[config.mk]
export PLATFORM = sky130hd
export DESIGN_NAME = gfx_scanin
export DESIGN_NICKNAME = d
export VERILOG_FILES = /design/src/rtl/gfx_defs.sv /design/src/rtl/gfx_scanin_pack.sv /design/src/rtl/gfx_scanin.sv
export SDC_FILE = /design/constraint.sdc
export NUM_CORES = 1
export LEC_CHECK = 0
export CELL_PAD_IN_SITES_DETAIL_PLACEMENT = 0
export CELL_PAD_IN_SITES_GLOBAL_PLACEMENT = 1
export CORE_MARGIN = 2
export CORE_UTILIZATION = 32
export CTS_BUF_LIST = sky130_fd_sc_hd__clkbuf_2
export CTS_CLUSTER_SIZE = 24
export DETAILED_ROUTE_END_ITERATION = 10
export GPL_TIMING_DRIVEN = 0
export HOLD_SLACK_MARGIN = 0.02
export PLACE_DENSITY = 0.84
export SLEW_MARGIN = 20
export SYNTH_ARGS = -nofsm -noshare
export SYNTH_HDL_FRONTEND = slang
export SYNTH_SLANG_ARGS = --single-unit
export TNS_END_PERCENT = 10
[constraint.sdc]
create_clock -name clk -period 1.4 [get_ports clk]
set_input_delay 0.28 -clock clk [delete_from_list [all_inputs] [get_ports clk]]
set_output_delay 0.28 -clock clk [all_outputs]
set_load 0.05 [all_outputs]
[src/rtl/gfx_defs.sv]
// Shared graphics types and constants for the scanout/scanin paths.
// Resolution defaults to 4x2; a build may predefine the GFX_X_RES and
// GFX_Y_RES macros to select another size.
`ifndef GFX_X_RES
`define GFX_X_RES 4
`endif
`ifndef GFX_Y_RES
`define GFX_Y_RES 2
`endif

package gfx_defs;

    localparam int unsigned GFX_X_RES = `GFX_X_RES;
    localparam int unsigned GFX_Y_RES = `GFX_Y_RES;
    localparam int unsigned GFX_NPIX  = GFX_X_RES * GFX_Y_RES;
    localparam int unsigned LIN_W     = (GFX_NPIX > 1) ? $clog2(GFX_NPIX) : 1;

    typedef logic [LIN_W-1:0] linear_coord;
    typedef logic [LIN_W:0]   half_coord;
    typedef logic [15:0]      mem_word;

    typedef struct packed {
        logic [9:0] r;
        logic [9:0] g;
        logic [9:0] b;
    } rgb30;

    typedef struct packed {
        logic [7:0] r;
        logic [7:0] g;
        logic [7:0] b;
    } rgb24;

    // Linear index of the final pixel of a frame
    localparam linear_coord GFX_LAST_IDX = linear_coord'(GFX_NPIX - 1);

    // Scan-in framing state
    typedef enum logic {
        SYNC,
        CAPTURE
    } scanin_state_e;

endpackage

[src/rtl/gfx_scanin_pack.sv]
// rgb30 -> rgb24 channel conversion for the scan-in path.
// Define GFX_SCANIN_ROUND_EN for round-to-nearest (saturating at 255);
// otherwise channels are truncated to their top 8 bits.
module gfx_scanin_pack
    import gfx_defs::*;
(
    input  rgb30 wide,
    output rgb24 narrow
);

    function automatic logic [7:0] conv(input logic [9:0] c);
`ifdef GFX_SCANIN_ROUND_EN
        logic [10:0] s;
        s = {1'b0, c} + 11'd2;
        return s[10] ? 8'hFF : s[9:2];
`else
        return c[9:2];
`endif
    endfunction

    assign narrow.r = conv(wide.r);
    assign narrow.g = conv(wide.g);
    assign narrow.b = conv(wide.b);

endmodule

[src/rtl/gfx_scanin.sv]
// Video capture: rgb30 Avalon-ST frames into the framebuffer through an
// Avalon-MM write master, one pixel as two consecutive mem_word halves.
// Conversion rounding is selected by GFX_SCANIN_ROUND_EN (see gfx_scanin_pack).
module gfx_scanin
    import gfx_defs::*;
(
    input  logic        clk,
    input  logic        rst,
    input  logic        in_valid,
    output logic        in_ready,
    input  rgb30        in_data,
    input  logic        in_startofpacket,
    input  logic        in_endofpacket,
    input  logic        fb_waitrequest,
    output logic        fb_write,
    output half_coord   fb_address,
    output mem_word     fb_writedata,
    output logic        frame_done,
    output logic        frame_error
);

    scanin_state_e state, state_nxt;

    rgb24        pix_cv;
    rgb24        pix_q;
    linear_coord idx_q, idx_nxt;
    logic        full_q, phase_q;
    logic        done_flag_q;
    logic        err_q;

    logic        wr_acc, beat_acc, load;
    logic        beat_err, beat_done;

    gfx_scanin_pack u_pack (
        .wide   (in_data),
        .narrow (pix_cv)
    );

    assign wr_acc   = full_q && !fb_waitrequest;
    // Ready as the high half completes so a new beat loads with no bubble
    assign in_ready = !full_q || (phase_q && !fb_waitrequest);
    assign beat_acc = in_valid && in_ready;
    // In SYNC only a start-of-packet beat is kept; others are consumed and dropped
    assign load     = beat_acc && (state == CAPTURE || in_startofpacket);

    // Framing state register
    always_ff @(posedge clk) begin
        if (rst) state <= SYNC;
        else     state <= state_nxt;
    end

    // Next state, index of the loaded beat and framing verdict for it
    always_comb begin
        state_nxt = state;
        idx_nxt   = idx_q;
        beat_err  = 1'b0;
        beat_done = 1'b0;
        if (load) begin
            if (in_startofpacket) begin
                idx_nxt  = '0;
                beat_err = (state == CAPTURE);
            end else begin
                idx_nxt  = idx_q + linear_coord'(1);
            end
            if (in_endofpacket && idx_nxt == GFX_LAST_IDX) begin
                beat_done = 1'b1;
                state_nxt = SYNC;
            end else if (in_endofpacket || idx_nxt == GFX_LAST_IDX) begin
                beat_err  = 1'b1;
                state_nxt = SYNC;
            end else begin
                state_nxt = CAPTURE;
            end
        end
    end

    // Holding register: load a beat, then step low half -> high half -> empty
    always_ff @(posedge clk) begin
        if (rst) begin
            pix_q       <= '0;
            idx_q       <= '0;
            full_q      <= 1'b0;
            phase_q     <= 1'b0;
            done_flag_q <= 1'b0;
            err_q       <= 1'b0;
        end else begin
            err_q <= load && beat_err;
            if (load) begin
                pix_q       <= pix_cv;
                idx_q       <= idx_nxt;
                full_q      <= 1'b1;
                phase_q     <= 1'b0;
                done_flag_q <= beat_done;
            end else if (wr_acc) begin
                if (!phase_q) begin
                    phase_q <= 1'b1;
                end else begin
                    phase_q <= 1'b0;
                    full_q  <= 1'b0;
                end
            end
        end
    end

    assign fb_write     = full_q;
    assign fb_address   = {idx_q, phase_q};
    assign fb_writedata = phase_q ? {8'h00, pix_q.r} : {pix_q.g, pix_q.b};
    assign frame_done   = wr_acc && phase_q && done_flag_q;
    assign frame_error  = err_q;

endmodule
==> metrics.txt <==
Most Frequent Cell on Critical Path=buf_8; total gr overflow=0; H-tree depth=2; gp weighted congestion=0.710; final worst setup slack=-0.296 ns; CTS tree=yes; RSZ-0062 raised after global routing=true; max-slew violation count=0; final hold vios=0; layout cells sized above 1=0.319; fmax=0.590 GHz; core area=4350 um^2; Worst Hold Launch=rst; initial antenna violation count=0; Critical Path End Type=output pin; crit path kind=reg -> out; worst r2r dst=pix_q[0]; worst hold path type=in -> reg; register area share after synthesis=0.444; Final Setup Violations=33; Worst Hold End=frame_error; clock tree buffer depth=2; CP startpoint kind=register; area grow syn2layout=59.8%; GRT Resource Usage Total=0.145; Tot Pwr=between 0.002 and 0.0025 W; crit path DAT=around 1.4 ns; worst skew pair latency=0.39 ns; worst-path cell chain=buf_8, mux2_4, buf_8; # IOs=60; Ant. Diodes=0; Synth cell types=28; Mapped Cells=between 100 and 150; worst clock skew=0.0112 ns; largest net degree at the start of global routing=11; Lkg Pwr=0.941 nW; reg-to-reg slack, setup=-0.03 ns; met3 routed WL=212 um; Crit-path slowest cell=dfxtp_4; critical path peak fanout=5; most frequent cells in the layout=nor2_1 (27), dfxtp_1 (27), clkdlybuf4s50_1 (27), mux2i_1 (26); Detail Placement HPWL=2240 um; vias in the first global route=approximately 1200; drt drc=0; MaxCap Viol Count=0; Die Height=71.1 um; Reg2Reg Launch Point=phase_q; CTS Sinks=32; post-route clock period utilization=1.21; port bufs=52; CTS Root Cell=clkbuf_2; Peak VDD IR=0.495 mV; final critical-path required period=about 1.7 ns; FF+latch count, synth=32; pwr/cell area=947 nW/um^2; Synth Area per Inst=10.0 um^2; total wire length=3420 um; max layer used=met4; Rows=24; met2 wire len=1570 um; R2R depth=6; Initial Utilization=0.331; Syn Std Cell Area=between 1000 and 1500 um^2; die area=5060 um^2; final instance area=between 2000 and 2500 um^2; Crit path largest cell delay=between 0.4 and 0.5 ns; slew margin rel.=0.659; failing checks=setup timing; CP Buf/Inv Count=2; Mapped Nets=roughly 180; DRT iter0 DRCs=25; Final Net Count=roughly 240; Slew @ Worst Pin=a little over 0.5 ns; Die X=around 71 um; clock slew seen by the registers of the worst setup and hold paths=0.17 ns; hold depth=2; sum of negative setup slack=-4.75 ns; vias=1186; via density per instance=4.58; delay-heaviest family, CP=flip-flops; M1 WL=1580 um; Ys Warns=0; Hold Buf Count CTS=0; drt first pass iters=4; DRT antenna net count=0; wire per inst=13.2 um; global-route wire length before repair=5640 um; status=complete, but fails checks; total CTS buffers=5; CP required=around 1.1 ns; Placed Area=2030 um^2
## through the flow
| step | setup slack, ns | util | cells | hold slack, ns |
|---|---|---|---|---|
| 4_1_cts | -0.321 | 0.501 | 257 | 0.210 |
| 3_5_place_dp | -0.750 | 0.467 | 248 | 0.476 |
| 3_3_place_gp | -0.752 | 0.467 | 248 | 0.465 |
| 6_report | -0.296 | 0.529 | 259 | 0.206 |
| 2_1_floorplan | -0.186 | - | 144 | 0.427 |
| 5_1_grt | -0.342 | 0.529 | 259 | 0.257 |
## per-layer routing
| metal | vias to the layer above | GRT usage |
|---|---|---|
| met2 | 31 | 0.224 |
| met3 | 8 | 0.0484 |
| li1 | 612 | - |
| met1 | 535 | 0.181 |
| met4 | 0 | 0.0692 |
| met5 | - | 0 |
## timing repair
| action | in CTS | in global routing |
|---|---|---|
| gates cloned | 1 | 1 |
| pin swaps | 0 | 2 |
| gates resized for setup | 174 | 26 |
| setup endpoints to repair | 51 | 52 |
| buffers inserted | 0 | 1 |
## cell usage after synthesis
cell	instances	share of area
mux2i_1	26	0.18
nor3_1	2	0.0069
nor2b_1	10	0.043
a21oi_1	4	0.014
and3_1	1	0.0043
o21ai_0	3	0.010
clkbuf_1	4	0.010
xnor2_1	2	0.012
dfxtp_1	32	0.44
nand2b_4	1	0.0095
xor2_1	1	0.0061
o21a_1	1	0.0052
nand2b_1	3	0.013
a21bo_1	1	0.0069
buf_4	1	0.0052
buf_6	4	0.031
mux2_2	8	0.062
or3b_1	1	0.0061
nand3b_1	1	0.0052
ha_1	1	0.0087
nor4b_1	2	0.012
nor2_1	27	0.070
a21oi_2	1	0.0061
nand2_1	2	0.0052
buf_2	1	0.0035
a211oi_1	1	0.0052
a21boi_0	1	0.0052
o21ai_1	2	0.0069
## power breakdown
group	internal, W	switching (W)
sequential	0.000957	0.0000290
combinational	0.000277	0.000275
clock	0.000307	0.000337
total	0.00154	0.000641
## state kept, by name, indices dropped and copies added, names as in the netlist
register	cells
done_flag_q	1
fb_write	1
frame_error	1
idx_q	3
phase_q	1
pix_q	24
state	1
## how the worst max path moves through the flow
stage,startpoint,end,slack (ns),depth (start not counted)
2_1_floorplan,phase_q,fb_writedata[10],-0.19,3
3_3_place_gp,fb_waitrequest,frame_done,-0.75,4
3_5_place_dp,fb_waitrequest,frame_done,-0.75,4
4_1_cts,phase_q,fb_writedata[7],-0.32,3
5_1_grt,phase_q,fb_writedata[7],-0.34,3
6_report,phase_q,fb_writedata[5],-0.30,3
## logic make-up (layout without fill, tap and decap cells)
group / Yosys count / count (layout) / synth area share
muxes: 34 / 34 / 0.243
DFF: 32 / 32 / 0.444
adders and majority gates: 1 / 1 / 0.00867
AOI/OAI and AO/OA: 14 / 14 / 0.0598
xor gates and xnor gates: 3 / 3 / 0.0182
buffers and inverters: 10 / 73 / 0.0503
and+or+nand+nor: 50 / 50 / 0.176
## cell type report
type | instances | area, um^2
clock inverter | 2 | 35.0
clock buffer | 6 | 30.0
fill | 398 | 2050
buffer | 10 | 86.3
multi-input combinational | 102 | 828
sequential | 32 | 649
timing repair buffer | 55 | 611
tap | 52 | 65.1
Note: power is estimated with default switching activity, not from simulation.
